File: src/rtl/dma_burst_sequencer_pkg.sv
// dma_burst_sequencer_pkg: op codes, sequencer states, per-op base addresses and burst sizing
package dma_burst_sequencer_pkg;
    typedef enum logic [2:0] {
        OP_INF = 3'd0,
        OP_FMI = 3'd1,
        OP_KEX = 3'd2,
        OP_KPW = 3'd3,
        OP_KDW = 3'd4,
        OP_FMO = 3'd5
    } dma_op_t;
    typedef enum logic [2:0] {IDLE, DECODE, REQ, WAIT, DONE} dma_seq_state_t;
    localparam logic [31:0] BASE_ADDR [8] = '{
        32'h0000_1000, 32'h0001_0000, 32'h0002_0000, 32'h0003_0000,
        32'h0004_0000, 32'h0008_0000, 32'h0000_0000, 32'h0000_0000
    };
    function automatic logic [15:0] burst_len(input logic [15:0] rem, input int max_burst);
        return (rem < 16'(max_burst)) ? rem : 16'(max_burst);
    endfunction
endpackage

File: src/rtl/dma_burst_sequencer_dma_op_decode.sv
// dma_op_decode: maps a latched DMA command onto base address, row count, row length and direction
module dma_op_decode
    import dma_burst_sequencer_pkg::*;
#(
    parameter int ADDR_W    = 32,
    parameter int INF_WORDS = 2
) (
    input  logic [2:0]        i_op,
    input  logic [15:0]       i_info1,
    input  logic [7:0]        i_info2,
    input  logic [31:0]       i_mem_info1,
    input  logic [31:0]       i_mem_info2,
    output logic [ADDR_W-1:0] o_base,
    output logic [7:0]        o_rows,
    output logic [15:0]       o_row_len,
    output logic              o_we,
    output logic              o_illegal
);
    logic w_row_op;
    assign w_row_op  = (i_op == OP_FMI) || (i_op == OP_FMO);
    assign o_base    = ADDR_W'(BASE_ADDR[i_op]) + ADDR_W'(i_mem_info1) + ADDR_W'(i_mem_info2);
    assign o_rows    = w_row_op ? i_info2 : 8'd1;
    assign o_row_len = (i_op == OP_INF) ? 16'(INF_WORDS) : w_row_op ? {8'd0, i_info1[7:0]} : i_info1;
    assign o_we      = i_op == OP_FMO;
    assign o_illegal = i_op > OP_FMO;
endmodule

File: src/rtl/dma_burst_sequencer.sv
// dma_burst_sequencer: splits one DMA command into row/segment memory bursts and pulses f_dma when done
module dma_burst_sequencer
    import dma_burst_sequencer_pkg::*;
#(
    parameter int ADDR_W     = 32,
    parameter int MAX_BURST  = 16,
    parameter int ROW_STRIDE = 64,
    parameter int INF_WORDS  = 2
) (
    input  logic              i_clk,
    input  logic              i_rst_n,
    input  logic              i_s_dma,
    input  logic [2:0]        i_dma_op,
    input  logic [31:0]       i_dma_info1,
    input  logic [31:0]       i_dma_info2,
    input  logic [31:0]       i_dma_mem_info1,
    input  logic [31:0]       i_dma_mem_info2,
    output logic              o_f_dma,
    output logic              o_busy,
    output logic              o_err,
    output logic              o_mem_req,
    output logic              o_mem_we,
    output logic [ADDR_W-1:0] o_mem_addr,
    output logic [7:0]        o_mem_len,
    input  logic              i_mem_gnt,
    input  logic              i_mem_done
);
    dma_seq_state_t    r_state, w_next;
    logic [2:0]        r_op;
    logic [15:0]       r_info1;
    logic [7:0]        r_info2;
    logic [31:0]       r_mem_info1, r_mem_info2;
    logic [ADDR_W-1:0] r_row_addr;
    logic [15:0]       r_seg_off, r_rem;
    logic [7:0]        r_row_cnt;
    logic              r_err;
    logic [ADDR_W-1:0] w_base;
    logic [7:0]        w_rows;
    logic [15:0]       w_row_len, w_len, w_rem_next;
    logic              w_we, w_illegal, w_empty, w_more_rows, w_unused;

    dma_op_decode #(.ADDR_W(ADDR_W), .INF_WORDS(INF_WORDS)) u_decode (
        .i_op        (r_op),
        .i_info1     (r_info1),
        .i_info2     (r_info2),
        .i_mem_info1 (r_mem_info1),
        .i_mem_info2 (r_mem_info2),
        .o_base      (w_base),
        .o_rows      (w_rows),
        .o_row_len   (w_row_len),
        .o_we        (w_we),
        .o_illegal   (w_illegal)
    );

    assign w_unused    = ^{i_dma_info1[31:16], i_dma_info2[31:8]};
    assign w_len       = burst_len(r_rem, MAX_BURST);
    assign w_rem_next  = r_rem - w_len;
    assign w_more_rows = ({1'b0, r_row_cnt} + 9'd1) < {1'b0, w_rows};
    assign w_empty     = w_illegal || (w_rows == 8'd0) || (w_row_len == 16'd0);
    assign o_err       = r_err;

    always_ff @(posedge i_clk or negedge i_rst_n)
        if (!i_rst_n) r_state <= IDLE;
        else r_state <= w_next;

    always_comb begin
        w_next     = r_state;
        o_f_dma    = r_state == DONE;
        o_busy     = (r_state == DECODE) || (r_state == REQ) || (r_state == WAIT);
        o_mem_req  = r_state == REQ;
        o_mem_we   = (r_state == REQ) && w_we;
        o_mem_addr = (r_state == REQ) ? r_row_addr + ADDR_W'(r_seg_off) : '0;
        o_mem_len  = (r_state == REQ) ? w_len[7:0] : 8'd0;
        case (r_state)
            IDLE:    w_next = i_s_dma ? DECODE : IDLE;
            DECODE:  w_next = w_empty ? DONE : REQ;
            REQ:     w_next = i_mem_gnt ? WAIT : REQ;
            WAIT:    w_next = !i_mem_done ? WAIT : ((w_rem_next != 16'd0) || w_more_rows) ? REQ : DONE;
            default: w_next = IDLE;
        endcase
    end

    always_ff @(posedge i_clk or negedge i_rst_n) begin
        if (!i_rst_n) begin
            r_op        <= '0;
            r_info1     <= '0;
            r_info2     <= '0;
            r_mem_info1 <= '0;
            r_mem_info2 <= '0;
            r_row_addr  <= '0;
            r_seg_off   <= '0;
            r_rem       <= '0;
            r_row_cnt   <= '0;
            r_err       <= 1'b0;
        end else begin
            if ((r_state == IDLE) && i_s_dma) begin
                r_op        <= i_dma_op;
                r_info1     <= i_dma_info1[15:0];
                r_info2     <= i_dma_info2[7:0];
                r_mem_info1 <= i_dma_mem_info1;
                r_mem_info2 <= i_dma_mem_info2;
            end
            if (r_state == DECODE) begin
                r_row_addr <= w_base;
                r_rem      <= w_row_len;
                r_seg_off  <= '0;
                r_row_cnt  <= '0;
            end
            // a finished row with rows left rewinds the segment and steps one stride
            if ((r_state == WAIT) && i_mem_done) begin
                if ((w_rem_next == 16'd0) && w_more_rows) begin
                    r_row_addr <= r_row_addr + ADDR_W'(ROW_STRIDE);
                    r_row_cnt  <= r_row_cnt + 8'd1;
                    r_rem      <= w_row_len;
                    r_seg_off  <= '0;
                end else begin
                    r_rem     <= w_rem_next;
                    r_seg_off <= r_seg_off + w_len;
                end
            end
            if ((i_s_dma && o_busy) || (i_mem_done && (r_state != WAIT)) || ((r_state == DECODE) && w_illegal))
                r_err <= 1'b1;
        end
    end
endmodule
File: config.mk
export PLATFORM = sky130hd
export DESIGN_NAME = dma_burst_sequencer
export DESIGN_NICKNAME = d
export VERILOG_FILES = /design/src/rtl/dma_burst_sequencer_pkg.sv /design/src/rtl/dma_burst_sequencer_dma_op_decode.sv /design/src/rtl/dma_burst_sequencer.sv
export SDC_FILE = /design/constraint.sdc
export NUM_CORES = 1
export LEC_CHECK = 0
export ABC_CLOCK_PERIOD_IN_PS = 6400
export CORE_ASPECT_RATIO = 2
export CORE_MARGIN = 2
export CORE_UTILIZATION = 59
export CTS_CLUSTER_SIZE = 25
export DETAILED_ROUTE_END_ITERATION = 6
export PLACE_DENSITY = 0.87
export SLEW_MARGIN = 10
export SYNTH_ARGS = -nofsm -noshare
export SYNTH_HDL_FRONTEND = slang
export SYNTH_SLANG_ARGS = --single-unit
File: constraint.sdc
create_clock -name i_clk -period 6.4 [get_ports i_clk]
set_clock_uncertainty 0.05 [all_clocks]
set_input_delay 1.28 -clock i_clk [delete_from_list [all_inputs] [get_ports i_clk]]
set_output_delay 1.28 -clock i_clk [all_outputs]
set_load 0.005 [all_outputs]
# After elaboration in Yosys (flattened, before gate mapping)

Memories as Yosys holds them, arrays and structs flattened.
Index checks and enable logic that the tools add are counted.

Memories: 1
Latch bits: 0
Word-level logic and storage cells: 80
Flip-flop bits (word level): 167
Bits of input ports: 136
Memory bits (read-only): 256
Bits in writable memories: 0

Add/sub/neg operators: 8
Magnitude comparators: 4
$mul: 0
Mux-type cells: 26
Div/mod/pow operators: 0
Reduce and logical (&&, ||, !) cells: 22
Bitwise logic cells: 1
Shift operators: 0
Eq/ne operators: 7

Memories:

| memory          | words | bits a word | read ports | clocked after Yosys merged registers in | write ports | RTL line                                | text |
|---|---|---|---|---|---|---|---|
| (no name shown) | 8     | 32          | 1          | 0                                       | 0           | dma_burst_sequencer_dma_op_decode.sv:21 | `assign o_base = ADDR_W'(BASE_ADDR[i_op]) + ADDR_W'(i_mem_info1) + ADDR_W'(i_mem_info2);` |

Operator list:

| kind                    | number |
|---|---|
| $mux W32                | 6 |
| $mux W16                | 9 |
| $add A32 B32 Y32        | 2 |
| $mux W8                 | 5 |
| $add A32 B16 Y32        | 1 |
| $add A32 B7 Y32 const B | 1 |
| $logic_not A16 Y1       | 2 |
| $add A16 B16 Y16        | 1 |
| $lt A16 B5 Y1 const B   | 1 |
| $reduce_bool A16 Y1     | 1 |
| $sub A16 B16 Y16        | 1 |
| $pmux W3 S4             | 1 |
| $add A8 B1 Y9 const B   | 1 |
| $lt A9 B8 Y1            | 1 |
| $mux W3                 | 3 |
| $add A8 B1 Y8 const B   | 1 |
| $logic_not A8 Y1        | 1 |
| $logic_or A1 B1 Y1      | 8 |
| $logic_and A1 B1 Y1     | 7 |
| $eq A3 B1 Y1 const B    | 2 |
| $eq A3 B2 Y1 const B    | 2 |
| $eq A3 B3 Y1 const B    | 2 |
| $logic_not A3 Y1        | 2 |
| $ge A4 B4 Y1 const B    | 1 |
| 5 further kinds         | 6 |

# Longest topological paths before layout

Gate-level depths: netlist (run 1).

Depth after elaboration: 9
Gate-level depth with buffers: 19
Gate-level depth less buffers: 15

# Modules after synthesis

From an unflattened synthesis (run 1), not the netlist that was laid out.

Cell total of the unflattened synthesis: 1285
Area total of the unflattened synthesis: 11907.7 µm²

Modules (own cells, without submodules):

| module              | times used | cells an instance | area each (µm²) |
|---|---|---|---|
| dma_burst_sequencer | 1          | 962               | 9502.9 |
| dma_op_decode       | 1          | 323               | 2404.8 |

# Worst setup path before layout (run 1)

No wires, ideal clock.

Path type: reg-to-output
Start point: reg r_seg_off[0]
End point: out o_mem_addr[28]
Path slack: 2.138 ns
Cell stages (with the launch flop): 12
Data required time: 5.070 ns
Arrival time: 2.932 ns
Buffers on the path: 0
Cells stage by stage: dfrtp_1 -> ha_1 -> fa_1 -> a211oi_1 -> nor2_1 -> o311a_1 -> nor4_1 -> o31ai_1 -> o41ai_2 -> nor4b_1 -> xnor2_1 -> nor2_1

Longest elaborated chain between the ends: 2

RTL lines:

| item                   | RTL line                   | text |
|---|---|---|
| start, declared        | dma_burst_sequencer.sv:34  | `logic [15:0] r_seg_off, r_rem;` |
| start signal, assigned | dma_burst_sequencer.sv:118 | `r_seg_off <= r_seg_off + w_len;` |
| $add A32 B16 Y32       | dma_burst_sequencer.sv:72  | `o_mem_addr = (r_state == REQ) ? r_row_addr + ADDR_W'(r_seg_off) : '0;` |
| $mux W32               | dma_burst_sequencer.sv:72  |  |
| end, declared          | dma_burst_sequencer.sv:23  | `output logic [ADDR_W-1:0] o_mem_addr,` |

Every way passes these cells.

# Worst setup path in the final report (run 1)

Start point: reg r_seg_off[0]
End point: out o_mem_addr[26]

Same word-level chain as after synthesis.

==> results of run 1 <==
per-layer routing:
layer | vias to the layer above | share of wire (%) | global-route usage, %
met3 | 143 | 5.3 | 6.183
met5 | - | 0 | 0
met1 | 4911 | 35 | 32.58
met2 | 432 | 54 | 56.49
met4 | 0 | 6.2 | 20.30
li1 | 4714 | - | -
worst reg2reg max path: cells and delay by family, from the launching register on:
family	cells	cell delay [ns]
AO/OA/AOI/OAI	4	1.59
adder cells (fa/ha/maj)	1	0.31
buffers and inverters	2	0.30
flip-flops	1	0.55
AND/OR/NAND/NOR	8	2.08
cells in the final DEF, fill, tap and decap left out, types with 16 or more instances in the layout:
cell type        count
nand2b_1            16
nand3_1             30
and3_1              27
nor3_1              21
o21ai_0             73
mux2_2              92
nor2_1             105
nand2_1            100
a21oi_1             69
xor2_1              30
dfrtp_1            167
a21o_1              24
clkdlybuf4s50_1    136
inv_1               23
xnor2_1             38
clkbuf_16           17
ha_1                97
cell families (layout without fill, tap and decap cells):
logic type | Yosys count | in the layout | share of synthesized area [%]
flip-flops | 167 | 167 | 36.29
adder cells (fa/ha/maj) | 105 | 105 | 11.93
XOR/XNOR | 68 | 68 | 5.172
multiplexers | 92 | 92 | 8.996
AO/OA/AOI/OAI | 310 | 310 | 17.94
AND/OR/NAND/NOR | 391 | 391 | 16.83
other | 2 | 14 | 0.06521
buffers and inverters | 77 | 205 | 2.781
layout make-up:
cell class                      instances  area (sq um)
Sequential cell                       167          4179
Multi-Input combinational cell        980          7071
Inverter                               23         86.33
Fill cell                            1446          5533
Tap cell                              259         324.1
Clock buffer                           25         505.5
Timing Repair Buffer                  151          1490
Clock inverter                          6         90.09
where the power goes:
| group | switching, mW | total [mW] | internal [mW] |
|---|---|---|---|
| sequential | 0.508 | 2.03 | 1.52 |
| clock | 0.426 | 1.05 | 0.624 |
| combinational | 2.37 | 4.38 | 2.01 |
synth_stat cells (all sizes together) (22+ instances only):
library cell and instances:
and3 27, dfrtp 167, ha 97, o21ai 77, xnor2 38, nand2 100
nor2 106, nand3 30, a21oi 69, nor3 22, clkbuf 45, a21o 24
mux2 92, xor2 30, inv 23
flip-flops by register name (all words and copies together) (netlist names):
register	count
o_err	1
r_op	3
r_info1	16
r_mem_info2	32
r_seg_off	16
r_info2	8
r_mem_info1	32
r_row_cnt	8
r_state	3
r_rem	16
r_row_addr	32
stage by stage:
step                      area (sq um)  utilization, %
after floorplan                  11560               -
after global placement           13150           68.21
after detailed placement         13150           68.21
after CTS                        13750           71.30
after global routing             13750           71.30
final                            13750           71.30
worst max path at each step:
stage                            start              to  slack (ns)  cells past startpoint
final                     r_seg_off[0]  o_mem_addr[26]        0.81                     13
after global routing      r_seg_off[0]  o_mem_addr[20]        0.67                     13
after CTS                 r_seg_off[0]  o_mem_addr[28]        0.87                     13
after detailed placement  r_seg_off[0]  o_mem_addr[28]        1.36                     13
after global placement    r_seg_off[0]  o_mem_addr[26]        1.41                     13
after floorplan           r_seg_off[0]  o_mem_addr[28]        2.14                     11
==> results.rst, run 1 <==
.. list-table::
   :header-rows: 1

   * - Metric
     - Value
   * - Shortest period the worst path allows
     - 5.591 ns
   * - Worst ir drop on vdd
     - 322.1 uV
   * - Avg Cell Area, Syn
     - 9.502 sq um
   * - Syn Std Cell Area
     - 11520 sq um
   * - Number of core rows
     - between 70 and 80
   * - Net count of the finished layout
     - about 1600
   * - Worst-path cell chain
     - ha_1, fa_1, a211oi_1, nor2_1, o311a_1, nor4_1, o31ai_1, o41ai_2, buf_4, nor3_1, xnor2_1, nor2_1, clkdlybuf4s50_1
   * - Max FO, Critical Path
     - 9
   * - Count of different cell masters after synthesis
     - 75
   * - Number of hold-repair buffers added at the cts stage
     - 0
   * - CTS-repair resized insts
     - 0
   * - Clock buffer count from CTS
     - 17
   * - Max stage delay on crit path
     - 0.55 ns
   * - Clock root buffer
     - clkbuf_16
   * - Weighted congestion at the end of routability-driven global placement
     - 0.9393
   * - Critical Path Most Common Cell
     - nor2_1
   * - Antenna violations before repair
     - 0
   * - I/O pin total
     - 181
   * - Layout-stage area growth over the synthesis result
     - 19.36%
   * - Post-synthesis cell count
     - ~1200
   * - Transition time at the pin with the least slew margin
     - 1.100 ns
   * - Number of pins exceeding their max-slew limit in the final report
     - 0
   * - Power per Cell Area
     - 542.5 nW/um^2
   * - Diodes inserted
     - 0
   * - Die Area
     - between 20000 and 25000 sq um
   * - Leakage power figure
     - approximately 6.1 nW
   * - Relative slew slack
     - 26.47%
   * - Initial core utilization
     - about three fifths
   * - Dominant register cell in the synthesized netlist
     - dfrtp_1
   * - Cell type with the highest aggregate area in the netlist
     - dfrtp_1
   * - Number of design rule violations left after detail routing
     - 0
   * - Global-route wire length before repair
     - slightly above 50000 microns
   * - Via count of the first global-routing pass
     - ~11000
   * - Instance count after placement with tap cells included
     - 1580
   * - Area share of the largest cell type after synthesis
     - 36.29%
   * - TritonRoute pass-1 iters
     - 7
   * - Sequential element share of the synthesized area
     - 36.29%
   * - Min-Delay Startpoint
     - r_row_addr[0]
   * - FF-to-FF End
     - r_rem[11]
   * - Chip width
     - approximately 100 microns
   * - Clock transition at the registers of the reported paths
     - 0.06 ns
   * - Worst-case clock buffer depth
     - 2
   * - Final number of hold-violating endpoints
     - 0
   * - Insertion delay of the later-clocked pin in the worst-skew pair
     - 0.46 ns
   * - DRT iter0 DRCs
     - 532
   * - Final worst hold slack
     - 0.4509 ns
   * - Buffer count from post-CTS setup fixing
     - 0
   * - Total track usage
     - 31.70%
   * - Critical path class
     - flip-flop to output pin
   * - DPL Wire Length
     - 23800 microns
   * - Clock H-tree levels
     - 4
   * - Worst setup slack after placement
     - about 1.4 ns
   * - Number of enable flip-flop cells after synthesis
     - 0
   * - Max-cap violations
     - 0
   * - Kind of start point of the critical path
     - flip-flop
   * - WP data arrival
     - 4.26 ns
   * - Via-to-Cell Ratio
     - roughly 6.3
   * - Worst setup margin
     - 0.8091 ns
   * - Worst-path cell with the longest stage delay
     - clkdlybuf4s50_1
   * - Die height
     - 201.6 microns
   * - Final clock period utilization by the worst path
     - between 80 and 90%
   * - Number of sinks on the clock net
     - 167
   * - Worst-case reg-to-reg path depth
     - 15
   * - Core area
     - between 15000 and 20000 sq um
   * - Final wirelength
     - 31700 microns
   * - Post-synthesis register bit count
     - approximately 170
   * - Cell type group with the largest total delay on the critical path
     - compound AO/OA/AOI/OAI gates
   * - Dominant cells by area after synthesis
     - dfrtp_1 (36%), ha_1 (11%), mux2_2 (9.0%)
   * - Share of layout cells above drive strength 1
     - 11.61%
   * - Count of yosys warnings during synthesis
     - 0
   * - Max frequency
     - 178.9 MHz
   * - Category of the worst setup path capture point
     - output pin
   * - CP required
     - 5.07 ns
   * - Pin count of the biggest net entering global routing
     - 84
   * - Total Neg Setup Slack
     - 0 ns
   * - Non-filler cells, final
     - between 1500 and 2000
   * - Overall power after layout
     - between 7 and 8 mW
   * - Result of the run
     - finished clean
   * - Antenna-violating nets left
     - 0
   * - Buffer and inverter count on the worst path
     - 2
   * - Hold-critical path endpoint
     - r_row_addr[0]
   * - Unrepaired setup endpoints after global routing
     - no
   * - Count of cells along the worst hold path
     - 2
   * - GR Overflow Total
     - 0
   * - TritonCTS clock tree
     - done
   * - Proportion of synthesized flip-flops having asynchronous set or reset
     - between 90% and 100%
   * - Routed len/inst
     - 19.68 microns
   * - Start of the worst register-to-register path
     - r_rem[4]
   * - Total of endpoints with negative setup slack in the final report
     - 0
   * - Class of the worst hold path
     - flip-flop to flip-flop
   * - Vias post-DR
     - ~10000
   * - PortBufs
     - 137
   * - Reg-to-reg setup timing slack
     - 1.40 ns
Power figures use the tool's default switching activity.
==> inputs of run 2 (changes only) <==
--- a/config.mk
+++ b/config.mk
@@ -11,6 +11,7 @@
 export CORE_UTILIZATION = 59
 export CTS_CLUSTER_SIZE = 25
 export DETAILED_ROUTE_END_ITERATION = 6
+export MAX_ROUTING_LAYER = met4
 export PLACE_DENSITY = 0.87
 export SLEW_MARGIN = 10
 export SYNTH_ARGS = -nofsm -noshare
==> results.rst, run 2 (same netlist as run 1, synthesis figures left out) <==
.. list-table::
   :header-rows: 1

   * - Metric
     - Value
   * - Result of the run
     - finished clean (unchanged)
   * - Total of endpoints with negative setup slack in the final report
     - 0 (unchanged)
   * - Max frequency
     - 179.9 MHz (was 178.9 MHz)
   * - Diodes inserted
     - 0 (unchanged)
   * - WP data arrival
     - 4.23 ns (was 4.26 ns)
   * - Core area
     - 19280 sq um (unchanged)
   * - Clock buffer count from CTS
     - 17 (unchanged)
   * - Start of the worst register-to-register path
     - r_rem[4] (unchanged)
   * - Final clock period utilization by the worst path
     - 86.84% (was 87.36%)
   * - Share of layout cells above drive strength 1
     - 11.89% (was 11.61%)
   * - Max-cap violations
     - 0 (unchanged)
   * - FF-to-FF End
     - r_rem[11] (unchanged)
   * - Insertion delay of the later-clocked pin in the worst-skew pair
     - 0.45 ns (was 0.46 ns)
   * - Class of the worst hold path
     - flip-flop to flip-flop (unchanged)
   * - Category of the worst setup path capture point
     - output pin (unchanged)
   * - Clock H-tree levels
     - 4 (unchanged)
   * - Number of sinks on the clock net
     - 167 (unchanged)
   * - Max FO, Critical Path
     - 9 (unchanged)
   * - Most frequent standard cell in the layout excluding fill and tap cells
     - dfrtp_1 (unchanged)
   * - Reg-to-reg setup timing slack
     - 1.45 ns (was 1.40 ns)
   * - PortBufs
     - 137 (unchanged)
   * - Shortest period the worst path allows
     - 5.558 ns (was 5.591 ns)
   * - CTS-repair resized insts
     - 0 (unchanged)
   * - TritonRoute pass-1 iters
     - 5 (was 7)
   * - Switching Fraction
     - 44.90% (was 44.28%)
   * - I/O pin total
     - 181 (unchanged)
   * - Pin count of the biggest net entering global routing
     - 84 (unchanged)
   * - Vias post-DR
     - 10071 (was 10200)
   * - GR Overflow Total
     - 0 (unchanged)
   * - Die Area
     - 20720 sq um (unchanged)
   * - Sequential cell fraction of total power
     - 27.2% (about the same)
   * - DPL Wire Length
     - 24210 microns (was 23800 microns)
   * - Final wirelength
     - 31820 microns (was 31700 microns)
   * - Die height
     - 201.6 microns (unchanged)
   * - Initial core utilization
     - 59.74% (unchanged)
   * - TritonCTS clock tree
     - done (unchanged)
   * - Buffer count from post-CTS setup fixing
     - 0 (unchanged)
   * - Switching power summed over all nets
     - 3.329 mW (was 3.302 mW)
   * - Antenna-violating nets left
     - 0 (unchanged)
   * - Number of core rows
     - 72 (unchanged)
   * - Global-route wire length before repair
     - 52250 microns (was 50810 microns)
   * - Chip width
     - 102.8 microns (unchanged)
   * - Routed len/inst
     - 19.73 microns (was 19.68 microns)
   * - Via count of the first global-routing pass
     - 10685 (was 10682)
   * - Total track usage
     - 33.37% (was 31.70%)
   * - Worst-case reg-to-reg path depth
     - 15 (unchanged)
   * - Count of cells along the worst hold path
     - 2 (unchanged)
   * - Antenna violations before repair
     - 0 (unchanged)
   * - Relative slew slack
     - 26.22% (was 26.47%)
   * - Number of pins exceeding their max-slew limit in the final report
     - 0 (unchanged)
   * - Regs by FF count
     - r_mem_info1 (32), r_mem_info2 (32), r_row_addr (32) (unchanged)
   * - Power per Cell Area
     - 540.3 nW/um^2 (was 542.5 nW/um^2)
   * - Total Neg Setup Slack
     - 0 ns (unchanged)
   * - Worst ir drop on vdd
     - 308.3 uV (was 322.1 uV)
   * - Min-Delay Startpoint
     - r_row_addr[0] (unchanged)
   * - Share of the core filled with cells
     - 71.18% (was 71.30%)
   * - Via-to-Cell Ratio
     - 6.244 (was 6.331)
   * - Unrepaired setup endpoints after global routing
     - no (unchanged)
   * - Net count of the finished layout
     - 1582 (was 1581)
   * - Comb power frac
     - 59.2% (was 58.7%)
   * - Kind of start point of the critical path
     - flip-flop (unchanged)
   * - Transition time at the pin with the least slew margin
     - 1.104 ns (was 1.100 ns)
   * - Number of hold-repair buffers added at the cts stage
     - 0 (unchanged)
   * - Internal power
     - 4.085 mW (was 4.155 mW)
   * - Critical path class
     - flip-flop to output pin (unchanged)
   * - Final number of hold-violating endpoints
     - 0 (unchanged)
   * - Leakage power figure
     - 6.090 nW (was 6.097 nW)
   * - Number of design rule violations left after detail routing
     - 0 (unchanged)
   * - Layout-stage area growth over the synthesis result
     - 19.17% (was 19.36%)
   * - CP required
     - 5.07 ns (about the same)
   * - Clock root buffer
     - clkbuf_16 (unchanged)
   * - Clock network power share
     - 13.6% (was 14.1%)
   * - Commonest cells after routing, fill and taps aside
     - dfrtp_1 (167), clkdlybuf4s50_1 (136), nor2_1 (105), nand2_1 (100), ha_1 (97) (unchanged)
   * - Worst-case clock buffer depth
     - 2 (unchanged)
   * - Clock transition at the registers of the reported paths
     - 0.07 ns (was 0.06 ns)
   * - DRT iter0 DRCs
     - 553 (was 532)
   * - Weighted congestion at the end of routability-driven global placement
     - 0.9602 (was 0.9393)
   * - Hold-critical path endpoint
     - r_row_addr[0] (unchanged)
## run 2: cell types whose count changed in the layout (fill, tap and decap cells not counted), moves of 2 or more
cell / previous run / this run
clkbuf_1: 3 / 1
clkbuf_8: 5 / 1
inv_6: 0 / 2
clkinv_4: 2 / 6
clkinv_2: 1 / 3
## run 2: routing by layer
| layer | share of wire, % | wire [microns] | up-vias | track usage [%] |
|---|---|---|---|---|
| met5 | 0 | 0 | - | - |
| met4 | 6.4 | 2045 | 0 | 20.96 |
| met3 | 4.8 | 1515 | 155 | 6.078 |
| met2 | 54 | 17040 | 386 | 56.56 |
| met1 | 35 | 11220 | 4804 | 34.68 |
| li1 | - | - | 4726 | - |
## run 2: metrics by stage
step	hold WS [ns]	cells	cell area, sq um	total power [mW]	worst slack [ns]
final	0.4349	1613	13720	7.415	0.8423
after global routing	0.4592	1613	13720	7.984	0.6392
after CTS	0.4369	1613	13720	7.357	0.8725
after detailed placement	0.4206	1581	13160	6.297	1.376
after global placement	0.4165	1581	13160	6.138	1.422
after floorplan	0.4023	1224	11560	4.923	2.138
## run 2: how the worst max path moves through the flow
stage	from	to	cells after the start
floorplan	r_seg_off[0]	o_mem_addr[28]	11
global placement	r_seg_off[0]	o_mem_addr[26]	13
detailed placement	r_seg_off[0]	o_mem_addr[26]	13
CTS	r_seg_off[0]	o_mem_addr[26]	13
global route	r_seg_off[0]	o_mem_addr[26]	13
finish	r_seg_off[0]	o_mem_addr[26]	13
## run 2: layout make-up
cell class              instances  area, sq um
clock inverters                13        122.6
inverters                      23        86.33
well taps                     259        324.1
clock buffers                  19        442.9
repair buffers                152         1498
fillers                      1489         5555
flip-flops and latches        167         4179
multi-input cells             980         7071
## run 2: power groups by stage
| stage | Combinational [mW] | Clock (mW) | Sequential [mW] |
|---|---|---|---|
| 2_1_floorplan | 3.11 | 0 | 1.81 |
| 3_3_place_gp | 4.15 | 0 | 1.98 |
| 3_5_place_dp | 4.28 | 0 | 2.02 |
| 4_1_cts | 4.34 | 1.01 | 2.00 |
| 5_1_grt | 4.84 | 1.06 | 2.08 |
| 6_report | 4.39 | 1.01 | 2.02 |
## run 2: critical path, cell delays in order (launching register included)
cell and delay, ns:
dfrtp_1 0.41, ha_1 0.22, fa_1 0.43, a211oi_1 0.22, nor2_1 0.14, o311a_1 0.37, nor4_1 0.33, o31ai_1 0.23
o41ai_2 0.24, buf_4 0.22, nor3_1 0.08, xnor2_1 0.14, nor2_1 0.20, clkdlybuf4s50_1 0.54
==> inputs of run 3 (changes only) <==
--- a/config.mk
+++ b/config.mk
@@ -11,6 +11,7 @@
 export CORE_UTILIZATION = 59
 export CTS_CLUSTER_SIZE = 25
 export DETAILED_ROUTE_END_ITERATION = 6
+export GPL_ROUTABILITY_DRIVEN = 1
 export MAX_ROUTING_LAYER = met4
 export PLACE_DENSITY = 0.87
 export SLEW_MARGIN = 10
==> results of run 3 <==
The final DEF is identical to that of run 2; final timing and power are the same.
